File: src/rtl/shift_pkg.sv
// Shared encodings for the shift-register controller: mux select codes
// driven to every register bit and the two FSM states.
package shift_pkg;

  typedef enum logic [1:0] {
    SEL_HOLD  = 2'b00,
    SEL_RIGHT = 2'b01,
    SEL_LEFT  = 2'b10,
    SEL_LOAD  = 2'b11
  } sel_e;

  typedef enum logic {
    ST_IDLE = 1'b0,
    ST_RUN  = 1'b1
  } state_e;

endpackage

File: src/rtl/shift_ctrl_if.sv
// Operator inputs and mux-control outputs of the shift controller.
// master: the side driving buttons/switches; slave: the controller.
interface shift_ctrl_if;

  logic       btn_load;
  logic       btn_left;
  logic       btn_right;
  logic       run;
  logic       dir;
  logic [1:0] sel;
  logic [7:0] op_cnt;
  logic       running;

  modport master (
    output btn_load, btn_left, btn_right, run, dir,
    input  sel, op_cnt, running
  );

  modport slave (
    input  btn_load, btn_left, btn_right, run, dir,
    output sel, op_cnt, running
  );

endinterface

File: src/rtl/btn_debounce.sv
// Raw pushbutton conditioning: 2-flop synchronizer, counting debouncer and
// rising-edge detector. pulse is high for one cycle, registered, in the
// same cycle the debounced level rises; holding the button gives no repeats.
module btn_debounce
  import shift_pkg::*;
#(
  parameter logic [15:0] DB_CNT = 16'd50000
) (
  input  logic clk,
  input  logic rst,
  input  logic btn,
  output logic pulse
);

  logic        sync_meta_r;
  logic        sync_r;
  logic        level_r;
  logic [15:0] cnt_r;
  logic        pulse_r;

  // Two-flop synchronizer for the asynchronous button input.
  always_ff @(posedge clk or negedge rst) begin
    if (!rst) begin
      sync_meta_r <= 1'b0;
      sync_r      <= 1'b0;
    end else begin
      sync_meta_r <= btn;
      sync_r      <= sync_meta_r;
    end
  end

  // Flip the debounced level after DB_CNT consecutive samples that differ
  // from it; any sample matching the current level restarts the count.
  always_ff @(posedge clk or negedge rst) begin
    if (!rst) begin
      level_r <= 1'b0;
      cnt_r   <= 16'd0;
      pulse_r <= 1'b0;
    end else begin
      pulse_r <= 1'b0;
      if (sync_r == level_r) begin
        cnt_r <= 16'd0;
      end else if (cnt_r == (DB_CNT - 16'd1)) begin
        level_r <= sync_r;
        cnt_r   <= 16'd0;
        pulse_r <= sync_r;
      end else begin
        cnt_r <= cnt_r + 16'd1;
      end
    end
  end

  assign pulse = pulse_r;

endmodule

File: src/rtl/shift_ctrl.sv
// Shift-register controller: conditions three buttons and the run/dir
// switches, runs an IDLE/RUN FSM with a periodic shift tick, arbitrates
// requests (load > left > right > tick) into a one-cycle registered sel
// command, and counts issued commands.
module shift_ctrl
  import shift_pkg::*;
#(
  parameter logic [15:0] DB_CNT   = 16'd50000,
  parameter logic [23:0] TICK_DIV = 24'd5000000
) (
  input logic        clk,
  input logic        rst,
  shift_ctrl_if.slave bus
);

  localparam logic [23:0] TICK_MAX = TICK_DIV - 24'd1;

  logic        load_pulse_s;
  logic        left_pulse_s;
  logic        right_pulse_s;
  logic        run_meta_r;
  logic        run_sync_r;
  logic        dir_meta_r;
  logic        dir_sync_r;
  state_e      state_r;
  state_e      state_nxt_s;
  logic [23:0] tick_cnt_r;
  logic        tick_s;
  sel_e        sel_r;
  sel_e        sel_nxt_s;
  logic [7:0]  op_cnt_r;
  logic        running_r;

  btn_debounce #(.DB_CNT(DB_CNT)) u_db_load (
    .clk   (clk),
    .rst   (rst),
    .btn   (bus.btn_load),
    .pulse (load_pulse_s)
  );

  btn_debounce #(.DB_CNT(DB_CNT)) u_db_left (
    .clk   (clk),
    .rst   (rst),
    .btn   (bus.btn_left),
    .pulse (left_pulse_s)
  );

  btn_debounce #(.DB_CNT(DB_CNT)) u_db_right (
    .clk   (clk),
    .rst   (rst),
    .btn   (bus.btn_right),
    .pulse (right_pulse_s)
  );

  // Synchronize the run and dir switches (levels, no debounce needed).
  always_ff @(posedge clk or negedge rst) begin
    if (!rst) begin
      run_meta_r <= 1'b0;
      run_sync_r <= 1'b0;
      dir_meta_r <= 1'b0;
      dir_sync_r <= 1'b0;
    end else begin
      run_meta_r <= bus.run;
      run_sync_r <= run_meta_r;
      dir_meta_r <= bus.dir;
      dir_sync_r <= dir_meta_r;
    end
  end

  // FSM state register.
  always_ff @(posedge clk or negedge rst) begin
    if (!rst) begin
      state_r <= ST_IDLE;
    end else begin
      state_r <= state_nxt_s;
    end
  end

  // FSM next state: follow the synchronized run switch.
  always_comb begin
    state_nxt_s = state_r;
    case (state_r)
      ST_IDLE: begin
        if (run_sync_r) state_nxt_s = ST_RUN;
        else            state_nxt_s = ST_IDLE;
      end
      ST_RUN: begin
        if (!run_sync_r) state_nxt_s = ST_IDLE;
        else             state_nxt_s = ST_RUN;
      end
      default: state_nxt_s = ST_IDLE;
    endcase
  end

  // Tick counter: counts only while staying in RUN, cleared in IDLE and on
  // entry, so the first tick lands TICK_DIV cycles after entering RUN.
  always_ff @(posedge clk or negedge rst) begin
    if (!rst) begin
      tick_cnt_r <= 24'd0;
    end else if ((state_r == ST_RUN) && (state_nxt_s == ST_RUN)) begin
      if (tick_cnt_r == TICK_MAX) tick_cnt_r <= 24'd0;
      else                        tick_cnt_r <= tick_cnt_r + 24'd1;
    end else begin
      tick_cnt_r <= 24'd0;
    end
  end

  // No tick on the cycle the FSM is leaving RUN.
  assign tick_s = (state_r == ST_RUN) && (state_nxt_s == ST_RUN) &&
                  (tick_cnt_r == TICK_MAX);

  // Fixed-priority arbitration; losing requests are dropped, not queued.
  always_comb begin
    sel_nxt_s = SEL_HOLD;
    if (load_pulse_s) begin
      sel_nxt_s = SEL_LOAD;
    end else if (left_pulse_s) begin
      sel_nxt_s = SEL_LEFT;
    end else if (right_pulse_s) begin
      sel_nxt_s = SEL_RIGHT;
    end else if (tick_s) begin
      if (dir_sync_r) sel_nxt_s = SEL_LEFT;
      else            sel_nxt_s = SEL_RIGHT;
    end else begin
      sel_nxt_s = SEL_HOLD;
    end
  end

  // Registered command, command counter and RUN indicator.
  always_ff @(posedge clk or negedge rst) begin
    if (!rst) begin
      sel_r     <= SEL_HOLD;
      op_cnt_r  <= 8'h00;
      running_r <= 1'b0;
    end else begin
      sel_r     <= sel_nxt_s;
      running_r <= (state_nxt_s == ST_RUN);
      if (sel_r != SEL_HOLD) op_cnt_r <= op_cnt_r + 8'h01;
      else                   op_cnt_r <= op_cnt_r;
    end
  end

  assign bus.sel     = sel_r;
  assign bus.op_cnt  = op_cnt_r;
  assign bus.running = running_r;

endmodule

File: src/flat_wrapper.sv
// flat-port wrapper written by rule: the top's interface ports become plain ports
module shift_ctrl_flat import shift_pkg::*;
#(
  parameter logic [15:0] DB_CNT   = 16'd50000,
  parameter logic [23:0] TICK_DIV = 24'd5000000
)
  (clk, rst, bus_btn_load, bus_btn_left, bus_btn_right, bus_run, bus_dir, bus_sel, bus_op_cnt, bus_running);
  shift_ctrl_if bus_i ();
  input logic clk;
  input logic rst;
  input wire logic [$bits(bus_i.btn_load)-1:0] bus_btn_load;
  input wire logic [$bits(bus_i.btn_left)-1:0] bus_btn_left;
  input wire logic [$bits(bus_i.btn_right)-1:0] bus_btn_right;
  input wire logic [$bits(bus_i.run)-1:0] bus_run;
  input wire logic [$bits(bus_i.dir)-1:0] bus_dir;
  output wire logic [$bits(bus_i.sel)-1:0] bus_sel;
  output wire logic [$bits(bus_i.op_cnt)-1:0] bus_op_cnt;
  output wire logic [$bits(bus_i.running)-1:0] bus_running;
  assign bus_i.btn_load = bus_btn_load;
  assign bus_i.btn_left = bus_btn_left;
  assign bus_i.btn_right = bus_btn_right;
  assign bus_i.run = bus_run;
  assign bus_i.dir = bus_dir;
  assign bus_sel = bus_i.sel;
  assign bus_op_cnt = bus_i.op_cnt;
  assign bus_running = bus_i.running;
  shift_ctrl #(.DB_CNT(DB_CNT), .TICK_DIV(TICK_DIV)) u_core (.clk(clk), .rst(rst), .bus(bus_i));
endmodule
File: config.mk
export PLATFORM = sky130hd
export DESIGN_NAME = shift_ctrl_flat
export DESIGN_NICKNAME = d
export VERILOG_FILES = /design/src/rtl/shift_pkg.sv /design/src/rtl/shift_ctrl_if.sv /design/src/rtl/btn_debounce.sv /design/src/rtl/shift_ctrl.sv /design/src/flat_wrapper.sv
export SDC_FILE = /design/constraint.sdc
export NUM_CORES = 1
export LEC_CHECK = 0
export CELL_PAD_IN_SITES_DETAIL_PLACEMENT = 1
export CELL_PAD_IN_SITES_GLOBAL_PLACEMENT = 2
export CORE_UTILIZATION = 36
export CTS_CLUSTER_DIAMETER = 50
export DETAILED_ROUTE_END_ITERATION = 8
export PLACE_DENSITY = 0.84
export SLEW_MARGIN = 20
export SYNTH_ARGS = -nofsm -noshare
export SYNTH_HDL_FRONTEND = slang
export SYNTH_SLANG_ARGS = --single-unit
File: constraint.sdc
create_clock -name clk -period 1.9 [get_ports clk]
set_clock_uncertainty 0.1 [all_clocks]
set_input_delay 0.285 -clock clk [delete_from_list [all_inputs] [get_ports clk]]
set_output_delay 0.285 -clock clk [all_outputs]
set_load 0.1 [all_outputs]
==> run metrics <==
Synth async-reset ratio 100%; Residual DRC 0; biggest area consumer among synthesized cells dfrtp_1; Synth top area share 53.2%; reg2reg end u_core.u_db_left.level_r; Cell Rows 41; FF-to-FF Start u_core.u_db_left.cnt_r[13]; root buffer cell clkbuf_16; Worst-path clk slew 0.07 ns; vias per inst 5.18; Die X 116 µm; syn avg cell area 10.6 µm²; Worst EP arrival 2.03 ns; Syn Inst Count 440; Pwr Total 4100 µW; Setup CP Type flip-flop to flip-flop; initial core utilization 36.9%; global-route usage over all layers 18.4%; period utilisation layout 99.1%; First DRT Iteration DRCs 138; Commonest cells post-synth dfrtp_1 (99), nor2_1 (75), xnor2_1 (52); Critical Path RT 2.05 ns; largest net degree at the start of global routing 38; fmax 531 MHz; vias in the first global route 3794; PwrDens 704 mW/mm²; synth top area cells dfrtp_1 (53%), xnor2_1 (9.8%), nor2_1 (6.0%), nand4_1 (3.1%), nor4_1 (3.0%); Max-cap violations 0; Max-slew headroom 67.1%; clock power share 43.1%; pre-CTS setup slack 0.0129 ns; grt ovf 0; HP Class flip-flop to flip-flop; WL/cell 16.4 µm; Yosys cell types 42; Filler Cell Count 1396; CTS tree yes; Worst-Margin Slew 0.489 ns; Net Sw Frac 23.5%; R2R depth 4; vias post-DR 3544; Leak Pwr 0.00237 µW; full die area 0.0134 mm²; fin util 46.2%; synth warn 0; sw power 964 µW; Chip Height 116 µm; status completed; Placed Instances 660; Core ar. 0.0126 mm²; Main synth FF type dfrtp_1; # IOs 18; dpl hpwl 7800 µm; PortBufs 17; hold-critical path depth 0; Non-Filler Instances 684; Slew Viols, Final 0; Syn Nets 452; sequential share of power 52.9%; final setup fails 0; Synth Cell Area 0.00466 mm²; Cell Int Power 3140 µW; crit path max fanout 3; sequential area share after synthesis 53.2%; RSZ-0062 raised after global routing true; worst skew pair latency 0.36 ns; startpoint types flip-flop; EDFF count, synth 0; ANT nets after route 0; maximum clock insertion buffer count 2; final hold viol count 0; area grow syn2layout 25.0%; Sink Count 99; total CTS buffers 9; global-route wire length before repair 19000 µm; Final min period 1.88 ns; initial antenna violation count 0; Hold Crit Start u_core.u_db_load.sync_meta_r; Yosys reg bits 99; routed wire length 11200 µm; Worst Hold End u_core.u_db_load.sync_r; layout cells sized above 1 19.9%; cell with the most instances after synthesis dfrtp_1; NumNets Final 519; Comb power frac 4.1%; CP Capture Type flip-flop; ANT cells 0; Max VDD drop 442 µV; drt pass-1 iters 4; Final GP Congestion 0.770; CTS H-tree depth 3; Worst R2R Setup Slack 0.02 ns; Final Worst Setup Slack 0.0173 ns
## flip-flops by register name, indices dropped and copies added (netlist names), 2 cells and up
register,flops
u_core.tick_cnt_r,24
u_core.u_db_left.cnt_r,16
u_core.u_db_load.cnt_r,16
u_core.u_db_right.cnt_r,16
u_core.bus.op_cnt,8
u_core.bus.sel,2
## power groups by stage
| stage | logic [µW] | clock network, µW | registers, µW |
|---|---|---|---|
| global placement | 154 | 0 | 2200 |
| detailed placement | 159 | 0 | 2210 |
| floorplan | 53.1 | 0 | 2200 |
| finish | 167 | 1770 | 2170 |
| global route | 189 | 1900 | 2170 |
| CTS | 162 | 1820 | 2170 |
## layout by cell type, fill, tap and decap left out, types with 3 or more instances in the layout
cell type,n
inv_1,17
nor4bb_1,3
and4_1,4
nor4_1,22
nor3_1,14
dfrtp_2,8
buf_4,43
nor4b_1,4
dfrtp_1,91
xnor2_1,52
a21oi_1,4
xor2_1,12
nand4_1,23
buf_12,11
clkbuf_16,10
clkdlybuf4s50_1,5
nand2_1,23
nand3_1,20
or4_1,3
ha_1,4
and3_1,6
nor2_1,75
nor3b_1,3
mux2i_1,6
mux2_2,4
or3_1,4
o21ai_0,4
## per-layer routing
layer | track usage [%] | share of wire (%) | up-vias
met4 | 8.63 | 2.2 | 0
met5 | 0 | 0 | -
met3 | 2.98 | 2.1 | 16
li1 | - | - | 1695
met2 | 30.1 | 49 | 48
met1 | 23.9 | 47 | 1785
## final cells by class
cell class | instances | area, µm² | area share [%]
Inverter | 17 | 63.8 | 1.10
Timing Repair Buffer | 63 | 651 | 11.2
Tap cell | 172 | 215 | 3.69
Clock inverter | 4 | 31.3 | 0.537
Sequential cell | 99 | 2490 | 42.7
Multi-Input combinational cell | 317 | 2130 | 36.6
Clock buffer | 12 | 246 | 4.23
## metrics by stage
| stage | hold slack (ns) | setup TNS (ns) | cell area [µm²] |
|---|---|---|---|
| 2_1_floorplan | -0.111 | 0 | 4670 |
| 3_3_place_gp | 0.177 | 0 | 5420 |
| 3_5_place_dp | 0.179 | 0 | 5420 |
| 4_1_cts | 0.247 | 0 | 5710 |
| 5_1_grt | 0.252 | -0.449 | 5830 |
| 6_report | 0.257 | 0 | 5830 |
## worst max-delay path, stage by stage (launching register included)
cell      delay [ns]
dfrtp_1         0.39
nor4b_2         0.28
nand3b_1        0.14
or4_4           0.55
mux2_4          0.31
## worst max-delay path by stage
stage | startpoint | endpoint | slack (ns)
after floorplan | u_core.u_db_left.cnt_r[10] | u_core.u_db_left.level_r | 0.003
after global placement | u_core.u_db_left.cnt_r[12] | u_core.u_db_left.level_r | 0.06
after detailed placement | u_core.u_db_left.cnt_r[12] | u_core.u_db_left.level_r | 0.01
after CTS | u_core.tick_cnt_r[0] | u_core.tick_cnt_r[15] | 0.003
after global routing | u_core.tick_cnt_r[13] | u_core.tick_cnt_r[12] | -0.04
final | u_core.u_db_left.cnt_r[13] | u_core.u_db_left.level_r | 0.02
## cell families (layout without fill, tap and decap cells)
family / Yosys count / count (layout) / share of synthesized area [%]
simple gates: 222 / 222 / 26.2
buf+inv: 24 / 96 / 2.04
compound gates: 14 / 14 / 2.44
fa+ha+maj: 5 / 5 / 1.34
mux: 12 / 12 / 2.79
xor+xnor: 64 / 64 / 12.0
flops: 99 / 99 / 53.2
## repair_timing
action	in CTS	in global routing
hold endpoints to repair	32	0
hold buffers	1	0
resized for setup	0	12
buffers inserted	0	6
endpoints found under the setup margin	1	29
pin swaps	2	9
gates cloned	0	1
Note: power is estimated with default switching activity, not from simulation.
